[config.mk]
export PLATFORM = sky130hd
export DESIGN_NAME = monocicle_run_ctrl
export DESIGN_NICKNAME = d
export VERILOG_FILES = /design/src/rtl/monocicle_run_ctrl.sv
export SDC_FILE = /design/constraint.sdc
export NUM_CORES = 1
export LEC_CHECK = 0
export CORE_MARGIN = 10
export CORE_UTILIZATION = 45
export CTS_CLUSTER_SIZE = 12
export DETAILED_ROUTE_END_ITERATION = 8
export HOLD_SLACK_MARGIN = 0.1
export PLACE_DENSITY = 0.88
export SYNTH_ARGS = -nofsm -noshare
export SYNTH_HDL_FRONTEND = slang
export SYNTH_SLANG_ARGS = --single-unit
[constraint.sdc]
create_clock -name clk -period 6.96 [get_ports clk]
set_input_delay 0.696 -clock clk [delete_from_list [all_inputs] [get_ports clk]]
set_output_delay 0.696 -clock clk [all_outputs]
set_load 0.01 [all_outputs]
[src/rtl/monocicle_run_ctrl.sv]
// -----------------------------------------------------------------------------
// monocicle_run_ctrl
//
// Run/step/halt sequencer for the single-cycle RISC-V core. Produces one clock
// enable, core_ce, that gates every architectural update of the core (PC,
// register-file write, data-memory write). The core stops on a user halt, a
// PC breakpoint or an EBREAK instruction, and a saturating counter tracks the
// number of retired instructions for board-level debug.
//
// Ports
//   clk         system clock, rising edge
//   rst_n       asynchronous active-low reset
//   run_req     1-cycle pulse: free-run from HALT
//   step_req    1-cycle pulse: execute exactly one instruction from HALT
//   halt_req    1-cycle pulse: stop RUN
//   bp_en       breakpoint enable
//   bp_addr     breakpoint PC
//   cnt_clr     synchronous clear of the retired counter
//   pc          core current instruction address
//   instr       core current instruction word
//   core_ce     core state-update enable (combinational)
//   halted      1 while in HALT
//   state       0=HALT, 1=RUN, 2=STEP
//   halt_cause  0=reset, 1=user halt, 2=breakpoint, 3=EBREAK
//   retired     count of edges with core_ce=1, saturating
// -----------------------------------------------------------------------------
module monocicle_run_ctrl #(
  parameter int unsigned          XLEN       = 32,
  parameter int unsigned          CNT_W      = 32,
  parameter logic [XLEN-1:0]      EBREAK_ENC = 'h00100073
) (
  input  logic             clk,
  input  logic             rst_n,
  input  logic             run_req,
  input  logic             step_req,
  input  logic             halt_req,
  input  logic             bp_en,
  input  logic [XLEN-1:0]  bp_addr,
  input  logic             cnt_clr,
  input  logic [XLEN-1:0]  pc,
  input  logic [XLEN-1:0]  instr,
  output logic             core_ce,
  output logic             halted,
  output logic [1:0]       state,
  output logic [1:0]       halt_cause,
  output logic [CNT_W-1:0] retired
);

  typedef enum logic [1:0] {
    ST_HALT = 2'd0,
    ST_RUN  = 2'd1,
    ST_STEP = 2'd2
  } state_t;

  typedef enum logic [1:0] {
    CAUSE_RESET  = 2'd0,
    CAUSE_USER   = 2'd1,
    CAUSE_BP     = 2'd2,
    CAUSE_EBREAK = 2'd3
  } cause_t;

  state_t           state_q;
  cause_t           cause_q;
  logic             resume_skip_q;
  logic [CNT_W-1:0] retired_q;

  logic is_ebreak;
  logic bp_hit;
  logic stop_now;

  // Stop detection looks at the instruction currently presented by the core,
  // so the stopping instruction is never executed and the PC stays on it.
  // resume_skip masks the breakpoint for the first instruction after a resume
  // so the core can leave the breakpoint address; EBREAK is never masked.
  // NOTE: every signal written in always_comb gets a default first, so no
  // path through the block can leave it unassigned and infer a latch.
  always_comb begin
    is_ebreak = 1'b0;
    bp_hit    = 1'b0;
    stop_now  = 1'b0;
    core_ce   = 1'b0;

    is_ebreak = (instr == EBREAK_ENC);
    bp_hit    = bp_en && (pc == bp_addr) && !resume_skip_q;
    stop_now  = halt_req || is_ebreak || bp_hit;

    case (state_q)
      ST_RUN:  core_ce = !stop_now;
      ST_STEP: core_ce = !is_ebreak;
      default: core_ce = 1'b0;
    endcase
  end

  // Reset forces HALT asynchronously, which drops core_ce immediately through
  // the decode above: the core never sees an enabled edge during reset.
  // NOTE: sequential state uses non-blocking assignments only, so every flop
  // samples pre-edge values regardless of statement order.
  always_ff @(posedge clk or negedge rst_n) begin
    if (!rst_n) begin
      state_q       <= ST_HALT;
      cause_q       <= CAUSE_RESET;
      resume_skip_q <= 1'b0;
      retired_q     <= '0;
    end else begin
      if (core_ce) begin
        resume_skip_q <= 1'b0;
      end

      case (state_q)
        ST_HALT: begin
          // step_req wins over run_req; halt_req is meaningless here.
          if (step_req) begin
            state_q       <= ST_STEP;
            resume_skip_q <= 1'b1;
          end else if (run_req) begin
            state_q       <= ST_RUN;
            resume_skip_q <= 1'b1;
          end
        end
        ST_RUN: begin
          if (halt_req) begin
            state_q <= ST_HALT;
            cause_q <= CAUSE_USER;
          end else if (is_ebreak) begin
            state_q <= ST_HALT;
            cause_q <= CAUSE_EBREAK;
          end else if (bp_hit) begin
            state_q <= ST_HALT;
            cause_q <= CAUSE_BP;
          end
        end
        ST_STEP: begin
          state_q <= ST_HALT;
          cause_q <= is_ebreak ? CAUSE_EBREAK : CAUSE_USER;
        end
        default: begin
          state_q <= ST_HALT;
        end
      endcase

      // Clear beats increment; the counter sticks at all-ones instead of
      // wrapping so a long free-run never reads back as a small number.
      if (cnt_clr) begin
        retired_q <= '0;
      end else if (core_ce && (retired_q != '1)) begin
        retired_q <= retired_q + CNT_W'(1);
      end
    end
  end

  assign halted     = (state_q == ST_HALT);
  assign state      = state_q;
  assign halt_cause = cause_q;
  assign retired    = retired_q;

endmodule

==> results.md <==
* Buf/Inv on CP at 3
* Syn Nets at 422
* Number of DRC markers in iteration 0 at 227
* CTS buffer count at 5
* Pleak at 0.00159 uW
* Net Sw Power at 222 uW
* DRC at 0
* Via density at 5.85
* First-pass GRT wire length at 16400 um
* Asr flop ratio synth at 100%
* Post-synth top area share at 31.8%
* Share of cells above drive strength 1 at 6.87%
* R2r endpoint: retired[23]
* Post-DR wirelength/cell at 20.0 um
* Top_reg_cell synth: dfrtp_1
* Register Area at 926 um2
* Clk buf depth at 2
* Post-layout min period at 3.95 ns
* Total Wirelength at 10500 um
* Initial core utilization at 46.1%
* CP max stage delay at 0.51 ns
* Max Slew Vio Count at 0
* Reg2Reg Launch Point: state[1]
* Post CTS Setup Buffer Count at 0
* Gate power share at 38.0%
* CP max FO at 55
* Die W at 100 um
* Final Core Density at 70.0%
* Flops & latches, synth at 37
* Unrepaired setup endpoints after global routing: false
* Most frequent cells after synthesis: dfrtp_1 (37), xor2_1 (32), a21oi_1 (22), nor4_1 (22)
* N_diodes at 0
* Crit-path cells: clkdlybuf4s50_1 > xor2_1 > nor4_1 > nand4_1 > nor4_4 > buf_4 > nor2_1 > clkdlybuf4s50_1
* Fmax at 253 MHz
* Post-DP HPWL at 8270 um
* Slew @ Worst Pin at 0.828 ns
* Maxcap violations at 0
* CP Capture Type: output pin
* Cell Area, Synth at 2910 um2
* Synth warn at 0
* Setup total negative slack at 0 ns
* TritonCTS clock tree: yes
* Core footprint at 6310 um2
* CTS Root Cell: clkbuf_8
* Die Y at 100 um
* Worst Reg-to-Reg Cells at 8
* Pre-CTS setup slack at 3.07 ns
* Sequential cell area fraction in the yosys report at 31.8%
* Period utilization at 56.8%
* Count leader, synth: dfrtp_1
* Critical path class: input pin to output pin
* Avg Inst Size Synth at 9.24 um2
* Hold Startpoint: resume_skip_q
* Hold slack final at 0.479 ns
* Worst EP arrival at 3.26 ns
* Global route overflow at 0
* Switch share at 31.6%
* Worst Hold End: resume_skip_q
* Setup violators final at 0
* Skew final at 0.00719 ns
* WP depth at 8
* Site row count at 29
* Placer Congestion at 0.831
* Fin nets at 557
* Cells after Synth at 315
* TritonRoute pass-1 iters at 4
* Number of distinct library cells after synthesis at 56
* Worst Hold Class: flip-flop to flip-flop
* Critical path's slowest cell: clkdlybuf4s50_1
* Largest net degree at the start of global routing at 56
* R2R setup slack at 4.21 ns
* Antenna Nets Post-Route at 0
* Fill cells at 493
* IO Count at 141
* Required @ worst endpoint at 6.26 ns
* Synth area leader: dfrtp_1
* CTS Sinks at 37
* Internal at 482 uW
* Worst Setup Start Kind: input pin
* Number of synthesized flops with an enable pin at 0
* GRT Overall Usage at 20.2%
* Endpoints failing hold at 0
* Die area at 10100 um2
* Worst IR drop on VDD at 0.140 mV
* IO Port Bufs at 140
* Vias post-DR at 3089
* Clock share of power at 27.8%
* Area Growth Syn to Fin at 51.9%
* Most frequent CP cell: clkdlybuf4s50_1
* Dominant cells by area after synthesis: dfrtp_1 (32%), xor2_1 (9.6%), o31ai_1 (4.9%)
* Sequential share of power at 34.1%
* Post-CTS resize count at 0
* Hold bufs inserted after CTS at 0
* Cell family contributing the most delay on the critical path: buffers and inverters
* Status: completed
* Max-slew headroom at 44.8%
* Hold Path Stages at 2
* CTS H-tree lvls at 2
* Setup ws final at 3.01 ns
* Clock latency at the later pin of the worst-skew pair at 0.30 ns
* Vias in the first global route at 2999
* Multi-input gate area at 1850 um2
* Antenna violations before repair at 0
* CTS clk-pin slew, worst paths at 0.08 ns
* Power Density at 159 nW/um2
[power groups by stage]
| stage | Clock, uW | Combinational [uW] | Sequential (uW) |
|---|---|---|---|
| 5_1_grt | 207 | 287 | 242 |
| 6_report | 196 | 268 | 240 |
| 2_1_floorplan | 0 | 138 | 249 |
| 3_5_place_dp | 0 | 265 | 245 |
| 3_3_place_gp | 0 | 259 | 244 |
| 4_1_cts | 198 | 267 | 241 |
[through the flow]
stage	total power, uW	cells	area [um2]
floorplan	387	315	2910
global placement	503	520	4300
detailed placement	509	520	4300
CTS	706	528	4420
global route	737	528	4420
finish	704	528	4420
[cell usage in the layout (no fill, tap or decap), drive strengths merged, types with 13 or more instances in the layout]
| cell type | instances |
|---|---|
| xor2 | 32 |
| o31ai | 19 |
| dfrtp | 37 |
| nand4 | 13 |
| nand3 | 18 |
| a21oi | 22 |
| nor2 | 20 |
| or4 | 18 |
| nand2 | 13 |
| clkdlybuf4s50 | 139 |
| nor4 | 24 |
[how the worst max path moves through the flow]
stage | startpoint | endpoint | slack [ns]
after floorplan | bp_addr[5] | core_ce | 4.15
after global placement | bp_addr[21] | core_ce | 3.13
after detailed placement | bp_addr[30] | core_ce | 3.07
after CTS | bp_addr[30] | core_ce | 3.05
after global routing | bp_addr[5] | core_ce | 2.88
final | bp_addr[30] | core_ce | 3.01
[worst reg2reg max path, stage by stage (launching register included)]
cell and delay [ns]:
dfrtp_1 0.41, inv_1 0.09, ha_1 0.18, nor2b_1 0.27, nor2_1 0.10, nor3_1 0.44
o2111ai_4 0.39, or4_1 0.58, a21oi_1 0.19
[kinds of logic after synthesis]
logic type	count (synthesis)	synth area share (%)
buffers and inverters	20	4.69
XOR/XNOR	32	9.63
flip-flops	37	31.8
AO/OA/AOI/OAI	59	14.4
multiplexers	10	4.39
AND/OR/NAND/NOR	153	33.4
adder cells (fa/ha/maj)	4	1.72
[layout make-up]
cell class                 count  share of cell area (%)
tap                           77                    2.18
multi-input combinational    258                    41.8
clock inverter                 1                   0.679
inverter                       6                   0.509
timing repair buffer         142                    31.9
clock buffer                   7                    1.95
sequential                    37                    20.9
[state kept, by name, summed over array words and instances, names as in the netlist]
name,cells
retired,32
halt_cause,2
resume_skip_q,1
state,2
[routing by layer]
layer | GRT usage (%) | vias to the layer above | share of wire [%]
li1 | - | 1476 | -
met1 | 24.0 | 1485 | 40
met2 | 35.9 | 112 | 53
met3 | 4.81 | 16 | 6.0
met4 | 4.67 | 0 | 1.6
met5 | 0 | - | 0
(Power assumes the default switching activity.)
